**config.mk**
```make
export PLATFORM = sky130hd
export DESIGN_NAME = wbuf_loader
export DESIGN_NICKNAME = d
export VERILOG_FILES = /design/src/rtl/wbuf_params.sv /design/src/rtl/register_sync.sv /design/src/rtl/wbuf_addr_gen.sv /design/src/rtl/wbuf_loader.sv
export SDC_FILE = /design/constraint.sdc
export NUM_CORES = 1
export LEC_CHECK = 0
export BUFFER_PORTS_ARGS = -buffer_cell sky130_fd_sc_hd__buf_4
export CAP_MARGIN = 40
export CELL_PAD_IN_SITES_DETAIL_PLACEMENT = 2
export CELL_PAD_IN_SITES_GLOBAL_PLACEMENT = 2
export CORE_ASPECT_RATIO = 1.75
export CORE_MARGIN = 3
export CORE_UTILIZATION = 29
export DETAILED_ROUTE_END_ITERATION = 8
export PLACE_DENSITY_LB_ADDON = 0.1
export SLEW_MARGIN = 40
export SYNTH_ARGS = -nofsm -noshare
export SYNTH_HDL_FRONTEND = slang
export SYNTH_SLANG_ARGS = --single-unit
```
**constraint.sdc**
```tcl
create_clock -name clk -period 4.95 [get_ports clk]
set_clock_uncertainty 0.1 [all_clocks]
set_input_delay 0.495 -clock clk [delete_from_list [all_inputs] [get_ports clk]]
set_output_delay 0.495 -clock clk [all_outputs]
set_load 0.03 [all_outputs]
```
**src/rtl/wbuf_params.sv**
```systemverilog
// wbuf_params: derived weight-buffer geometry shared with the weight buffer, plus loader FSM states
package wbuf_params;
  typedef enum logic {IDLE = 1'b0, LOAD = 1'b1} state_t;
  function automatic int group_size(input int array_m, input int data_width, input int mem_data_width);
    return (data_width * array_m) / mem_data_width;
  endfunction
  function automatic int num_banks(input int array_n, input int gs);
    return array_n * gs;
  endfunction
  function automatic int buf_id_w(input int array_n, input int gs);
    return $clog2(array_n) + (gs == 1 ? 0 : $clog2(gs));
  endfunction
  function automatic int mem_addr_width(input int buf_addr_width, input int id_w);
    return buf_addr_width + id_w;
  endfunction
endpackage

```
**src/rtl/register_sync.sv**
```systemverilog
// register_sync: enabled register, sync active-high reset to 0; ports clk, reset, en, d -> q
module register_sync #(
  parameter int WIDTH = 1
) (
  input  logic             clk,
  input  logic             reset,
  input  logic             en,
  input  logic [WIDTH-1:0] d,
  output logic [WIDTH-1:0] q
);
  always_ff @(posedge clk)
    if (reset) q <= '0;
    else if (en) q <= d;
endmodule

```
**src/rtl/wbuf_addr_gen.sv**
```systemverilog
// wbuf_addr_gen: bank/row/rows_left counters; load latches a descriptor, advance steps one beat, last flags the final beat
module wbuf_addr_gen #(
  parameter int NUM_BANKS      = 8,
  parameter int BUF_ID_W       = 3,
  parameter int BUF_ADDR_WIDTH = 4,
  localparam int BW            = BUF_ID_W == 0 ? 1 : BUF_ID_W
) (
  input  logic                      clk,
  input  logic                      reset,
  input  logic                      load,
  input  logic [BUF_ADDR_WIDTH-1:0] base,
  input  logic [BUF_ADDR_WIDTH:0]   num_rows,
  input  logic                      advance,
  output logic [BW-1:0]             bank,
  output logic [BUF_ADDR_WIDTH-1:0] row,
  output logic                      last
);
  logic [BUF_ADDR_WIDTH:0] rows_left;
  logic                    row_end;
  assign row_end = bank == BW'(NUM_BANKS - 1);
  assign last    = row_end && rows_left == (BUF_ADDR_WIDTH + 1)'(1);
  always_ff @(posedge clk)
    if (reset) begin
      bank      <= '0;
      row       <= '0;
      rows_left <= '0;
    end else if (load) begin
      bank      <= '0;
      row       <= base;
      rows_left <= num_rows;
    end else if (advance) begin
      bank      <= row_end ? '0 : bank + BW'(1);
      row       <= row_end ? row + BUF_ADDR_WIDTH'(1) : row;
      rows_left <= row_end ? rows_left - (BUF_ADDR_WIDTH + 1)'(1) : rows_left;
    end
endmodule

```
**src/rtl/wbuf_loader.sv**
```systemverilog
// wbuf_loader: scatters descriptor rows from a valid/ready stream across weight-buffer banks; ports cfg_*, s_*, busy/done, mem_write_*
module wbuf_loader
  import wbuf_params::*;
#(
  parameter int  MEM_DATA_WIDTH = 64,
  parameter int  ARRAY_N        = 64,
  parameter int  ARRAY_M        = 64,
  parameter int  DATA_WIDTH     = 16,
  parameter int  BUF_ADDR_WIDTH = 9,
  localparam int GROUP_SIZE     = group_size(ARRAY_M, DATA_WIDTH, MEM_DATA_WIDTH),
  localparam int NUM_BANKS      = num_banks(ARRAY_N, GROUP_SIZE),
  localparam int BUF_ID_W       = buf_id_w(ARRAY_N, GROUP_SIZE),
  localparam int MEM_ADDR_WIDTH = mem_addr_width(BUF_ADDR_WIDTH, BUF_ID_W)
) (
  input  logic                      clk,
  input  logic                      reset,
  input  logic                      cfg_start,
  input  logic [BUF_ADDR_WIDTH-1:0] cfg_base_addr,
  input  logic [BUF_ADDR_WIDTH:0]   cfg_num_rows,
  output logic                      busy,
  output logic                      done,
  input  logic                      s_valid,
  input  logic [MEM_DATA_WIDTH-1:0] s_data,
  output logic                      s_ready,
  output logic                      mem_write_req,
  output logic [MEM_ADDR_WIDTH-1:0] mem_write_addr,
  output logic [MEM_DATA_WIDTH-1:0] mem_write_data
);
  localparam int BW = BUF_ID_W == 0 ? 1 : BUF_ID_W;
  state_t                      state, next;
  logic                        accept, empty, beat, last;
  logic [BW-1:0]               bank;
  logic [BUF_ADDR_WIDTH-1:0]   row;
  logic [MEM_ADDR_WIDTH-1:0]   wr_addr;
  assign accept  = state == IDLE && cfg_start;
  assign empty   = cfg_num_rows == '0;
  assign beat    = s_valid && busy;
  assign s_ready = busy;
  always_comb next = state == IDLE ? (accept && !empty ? LOAD : IDLE) : (beat && last ? IDLE : LOAD);
  always_ff @(posedge clk)
    if (reset) begin
      state <= IDLE;
      busy  <= 1'b0;
      done  <= 1'b0;
    end else begin
      state <= next;
      busy  <= next == LOAD;
      done  <= (accept && empty) || (beat && last);
    end
  wbuf_addr_gen #(
    .NUM_BANKS(NUM_BANKS),
    .BUF_ID_W(BUF_ID_W),
    .BUF_ADDR_WIDTH(BUF_ADDR_WIDTH)
  ) u_addr_gen (
    .clk(clk),
    .reset(reset),
    .load(accept),
    .base(cfg_base_addr),
    .num_rows(cfg_num_rows),
    .advance(beat),
    .bank(bank),
    .row(row),
    .last(last)
  );
  // a single-bank buffer has no bank-ID field in the address
  if (BUF_ID_W == 0) begin : g_row
    assign wr_addr = row;
  end else begin : g_bank
    assign wr_addr = {row, bank[BUF_ID_W-1:0]};
  end
  register_sync #(.WIDTH(1)) u_req (
    .clk(clk), .reset(reset), .en(1'b1), .d(beat), .q(mem_write_req)
  );
  register_sync #(.WIDTH(MEM_ADDR_WIDTH)) u_addr (
    .clk(clk), .reset(reset), .en(beat), .d(wr_addr), .q(mem_write_addr)
  );
  register_sync #(.WIDTH(MEM_DATA_WIDTH)) u_data (
    .clk(clk), .reset(reset), .en(beat), .d(s_data), .q(mem_write_data)
  );
endmodule
```
Word level (Yosys, flattened, before mapping)
Index checks and enable logic that the tools add are counted.

word-level totals
  register bits = 115
  memory bits (read-only) = 0
  output and inout bits = 87
  memories = 0
  logic and storage cells = 37
  RAM bits = 0
  input port bits = 87
  bits in latches = 0

cells by class
  reductions and logical operators = 13
  bitwise gates (word level) = 1
  div/mod/pow operators = 0
  add/sub/neg operators = 3
  order comparisons = 0
  shift-type cells = 0
  multiplexer cells = 10
  $mul = 0
  equal/unequal tests = 2

operator list
  kind                     number
  $mux W10                 4
  $mux W9                  3
  $add A10 B1 Y10 const B  1
  $eq A10 B1 Y1 const B    1
  $eq A10 B10 Y1 const B   1
  $logic_not A10 Y1        1
  $sub A10 B1 Y10 const B  1
  $add A9 B1 Y9 const B    1
  $logic_and A1 B1 Y1      6
  $reduce_bool A2 Y1       2
  $mux W1                  3
  $reduce_and A2 Y1        1
  $reduce_or A2 Y1         1
  $logic_not A1 Y1         1
  $logic_or A1 B1 Y1       1
  $not A1 Y1               1

Longest topological paths before layout
  word-level depth = 5
  depth in mapped cells = 7
  depth with buffers taken out = 6

Cells and area by module
A second synthesis with hierarchy kept.

second synthesis, totals
  cell total of the unflattened synthesis = 481
  area, all modules = 4753.3 µm²

by module, submodules not included
  module                  instances  area an instance (µm²)  cells each
  register_sync (u_data)  1          2290.9                  206
  wbuf_addr_gen           1          1607.8                  195
  register_sync (u_addr)  1          683.2                   61
  wbuf_loader             1          137.6                   16
  register_sync (u_req)   1          33.8                    3

Least setup slack after synthesis
No wires, ideal clock.

  path type = register to register
  from = register state
  to = register u_addr_gen.rows_left[9]
  arrival = 1.598 ns
  setup time = 0.132 ns
  required time = 4.718 ns
  slack = 3.120 ns
  cell stages (with the launch flop) = 7
  cells stage by stage = dfxtp_1 > and2_1 > buf_2 > nand4_2 > buf_2 > o311ai_0 > a21oi_1

between the ends
  cells in the longest elaborated chain, start to end = 4
  elaborated cells on any way between the ends = 7
  those cells by class = mux: 1; bitwise: 1; reduce/logical: 5

RTL lines
  what                                 RTL line             RTL
  from (decl)                          wbuf_loader.sv:30    state_t state, next;
  from (signal assigned)               wbuf_loader.sv:46    state <= next;
  $not A1 Y1                           -
  $logic_and A1 B1 Y1                  wbuf_loader.sv:35    assign accept = state == IDLE && cfg_start;
  $reduce_bool A2 Y1 (no source line)  -
  $reduce_and A2 Y1 (no source line)   -
  to (signal assigned)                 wbuf_addr_gen.sv:30  rows_left <= num_rows;
  to (signal assigned)                 wbuf_addr_gen.sv:34  rows_left <= row_end ? rows_left - (BUF_ADDR_WIDTH + 1)'(1) : rows_left;
  to (decl)                            wbuf_addr_gen.sv:18  logic [BUF_ADDR_WIDTH:0] rows_left;

Several ways; a longest one is shown, not always the timed one.
A chain may end at the register's enable or synchronous reset.

Final worst setup path
  from = register state
  to = register u_addr_gen.rows_left[8]

Same word-level chain as after synthesis.

==> out/summary.log <==
[setup_path] Max Fanout on Critical Path 56
[cells_and_area] layout cells sized above 1 0.299
[sta] slew of the pin with the lowest slew margin 0.717 ns
[logic_synthesis] cell type with the highest aggregate area in the netlist dfxtp_1
[clocking] clock network latency to the later pin of the worst-skew pair 0.41 ns
[place] Cell Count Post-Placement 889
[drt] DRT iter0 DRCs 102
[pwr] power density normalized to cell area 393 mW/mm^2
[logic_synthesis] Mapped Nets 658
[drt] Antenna Nets Post-Route 0
[logic_synthesis] most common flop cell mapped by yosys dfxtp_1
[worst_hold_path] worst hold path cell count 3
[die] Die Footprint 0.0173 mm^2
[drt] Post-route DRC 0
[die] # IOs 174
[place] worst slack after detailed placement 2.35 ns
[clocking] clock buffer count from CTS 17
[die] std cell rows 60
[pwr] leakage 2.71 nW
[clocking] # Post-CTS Setup Buffers 0
[logic_synthesis] fraction of registers with async set/reset 0
[setup_path] end of the worst register-to-register path u_addr_gen.rows_left[8]
[die] vertical die dimension 172 um
[drt] total iterations of the first detailed-routing run 4
[logic_synthesis] sequential cell area fraction in the yosys report 0.505
[clocking] clock root cell clkbuf_16
[cells_and_area] final standard cell area without fillers 0.00657 mm^2
[logic_synthesis] flip-flop and latch count after synthesis 115
[setup_path] CP Launch Type register
[sta] upper clock frequency limit 0.398 GHz
[cells_and_area] Nets 813
[clocking] hold-fix buffer count after cts 0
[cells_and_area] P&R area growth vs syn 44.0%
[clocking] total clock sinks 115
[cells_and_area] number of diodes 0
[drt] DRT Wirelength 16.8 mm
[drt] vias per cell 5.01
[logic_synthesis] gate count of the mapped netlist 567
[global_routing] leftover overflow at the end of global routing 0
[sta] number of hold-slack violations in the final timing report 0
[sta] max-slew violation count 0
[setup_path] Required @ worst endpoint 5.18 ns
[logic_synthesis] area share of the leading cell type in the synthesized netlist 0.505
[status] result of the run finished, final reports clean
[logic_synthesis] synth unique cells 51
[logic_synthesis] number of warnings printed during yosys synthesis 0
[setup_path] reg-to-reg startpoint state
[worst_hold_path] hold path start s_data[56]
[drt] number of vias after detailed routing 4617
[setup_path] cells on worst reg2reg path 5
[clocking] Gates resized, CTS repair 0
[logic_synthesis] largest cells by area after synthesis dfxtp_1, nand2_1, a21oi_1
[clocking] clock tree buffer depth 2
[clocking] CTS tree done
[pwr] maximum ir drop on the vdd rail 203 uV
[sta] post-route worst hold slack 0.226 ns
[sta] RSZ-0062 raised after global routing no
[sta] Min Clock Period, post-route 2.51 ns
[cells_and_area] number of standard cells in the layout, taps in and fillers out 921
[global_routing] via count of the first global-routing pass 5113
[setup_path] Crit-path slowest cell and2_4
[sta] Setup-failing EPs final 0
[worst_hold_path] sink of the worst hold path u_data.q[56]
[flow_run] count of maximum capacitance violations 0
[place] RePlAce Congestion 0.741
[place] DP HPWL 12.0 mm
[clocking] post-CTS clock slew at the launch and capture registers of the worst setup and hold paths 0.06 ns
[setup_path] CP delay by family, top simple AND/OR/NAND/NOR gates
[die] Die Width 101 um
[global_routing] wire length of the first global-routing pass 26.4 mm
[setup_path] buffers and inverters on the worst path 1
[sta] final clock period utilization by the worst path 0.507
[sta] worst slew margin relative to its limit 0.520
[clocking] number of H-tree levels 4
[place] post-place instance area 0.00594 mm^2
[global_routing] antenna violations before repair 0
[global_routing] maximum number of pins on one net before global-route repair 87
[sta] Setup WS post-layout 2.44 ns
[global_routing] All-Layer GR Usage 0.196
[sta] setup TNS 0 ns
[setup_path] slack of the worst reg-to-reg path 2.44 ns
[setup_path] endpoint class of the critical path register
[logic_synthesis] post-synthesis cell area 0.00456 mm^2
[die] Starting Density 0.297
[setup_path] Arrival @ worst endpoint 2.74 ns
[worst_hold_path] class of the most critical hold timing path in -> reg
[setup_path] classification of the worst setup path reg -> reg
[logic_synthesis] number of enable flip-flop cells after synthesis 0
[cells_and_area] fill cell instance count of the final layout 1777
[place] buffers added on ports 173
[setup_path] worst stage delay on the critical path 0.62 ns
[logic_synthesis] Synth top cells by count nand2_1, dfxtp_1, a21oi_1
[setup_path] crit-path cells and2_4 -> buf_4 -> nand2_1 -> or3_1 -> a31oi_1
[drt] Routed wire per std cell 18.3 um
[die] area of the core 0.0154 mm^2
[logic_synthesis] Synth Area per Inst 8.05 um^2
[logic_synthesis] most frequent cell after synthesis nand2_1
worst min-delay path: stages:
cell     delay [ns]
buf_4          0.11
nand2_1        0.04
a21oi_1        0.05
kinds of logic after synthesis:
kind of cell / after synthesis / share of synthesized area
XOR/XNOR: 7 / 0.0134
AND/OR/NAND/NOR: 264 / 0.252
flip-flops: 115 / 0.505
adder cells (fa/ha/maj): 4 / 0.0110
multiplexers: 2 / 0.00466
AO/OA/AOI/OAI: 129 / 0.168
buffers and inverters: 46 / 0.0458
routing by layer:
metal | up-vias | track usage | part of all wire
met5 | - | 0 | 0
met4 | 0 | 0.0710 | 0.014
met3 | 16 | 0.0375 | 0.038
met2 | 109 | 0.390 | 0.59
met1 | 2257 | 0.195 | 0.36
li1 | 2235 | - | -
state kept, by name (all words and copies together) (netlist names):
register	flops
u_addr.q	19
u_addr_gen.bank	10
state	1
done	1
u_addr_gen.row	9
u_addr_gen.rows_left	10
u_data.q	64
u_req.q	1
layout by cell type, fill, tap and decap left out, drive strengths merged, types with 2 or more instances in the layout:
master,Yosys,layout
a211oi,2,2
a21oi,93,93
a311oi,5,5
a31oi,5,5
a32oi,2,2
and2,4,4
and3,4,4
and4,6,6
buf,19,176
bufinv,0,4
clkbuf,21,19
clkinv,0,5
clkinvlp,0,2
dfxtp,115,115
ha,4,4
inv,6,8
nand2,183,183
nand2b,3,3
nand3,8,8
nand4,8,8
nor2,27,27
nor2b,2,2
nor3,4,4
nor3b,2,2
nor4,5,5
o211ai,3,3
o21a,2,2
o21bai,2,2
o311ai,3,3
or3,6,6
xor2,7,7
through the flow:
step | util | power, mW
global route | 0.427 | 2.69
finish | 0.427 | 2.58
floorplan | - | 1.16
detailed placement | 0.386 | 1.30
CTS | 0.427 | 2.62
global placement | 0.386 | 1.29
worst max path at each step:
| stage | start | end | slack, ns | cells past startpoint |
|---|---|---|---|---|
| 3_5_place_dp | s_valid | u_addr_gen.rows_left[8] | 2.35 | 6 |
| 3_3_place_gp | s_valid | u_addr_gen.rows_left[9] | 2.04 | 5 |
| 4_1_cts | state | u_addr_gen.rows_left[9] | 2.38 | 4 |
| 5_1_grt | state | u_addr_gen.rows_left[9] | 2.19 | 4 |
| 6_report | state | u_addr_gen.rows_left[8] | 2.44 | 5 |
| 2_1_floorplan | state | u_addr_gen.rows_left[9] | 3.12 | 6 |
power by group:
group          switching [mW]  internal (mW)  leakage (nW)
Combinational           0.170          0.116          1.47
Sequential             0.0305          0.963         0.936
Clock                   0.450          0.855         0.304
Total                   0.650           1.93          2.71
layout make-up:
class	count	area (um^2)	area share
clock buffers	19	443	0.0674
well taps	186	233	0.0354
flip-flops and latches	115	2300	0.350
repair buffers	176	1330	0.202
inverters	6	22.5	0.00343
multi-input cells	406	2060	0.314
clock inverters	13	181	0.0276
Note: power is estimated with default switching activity, not from simulation.
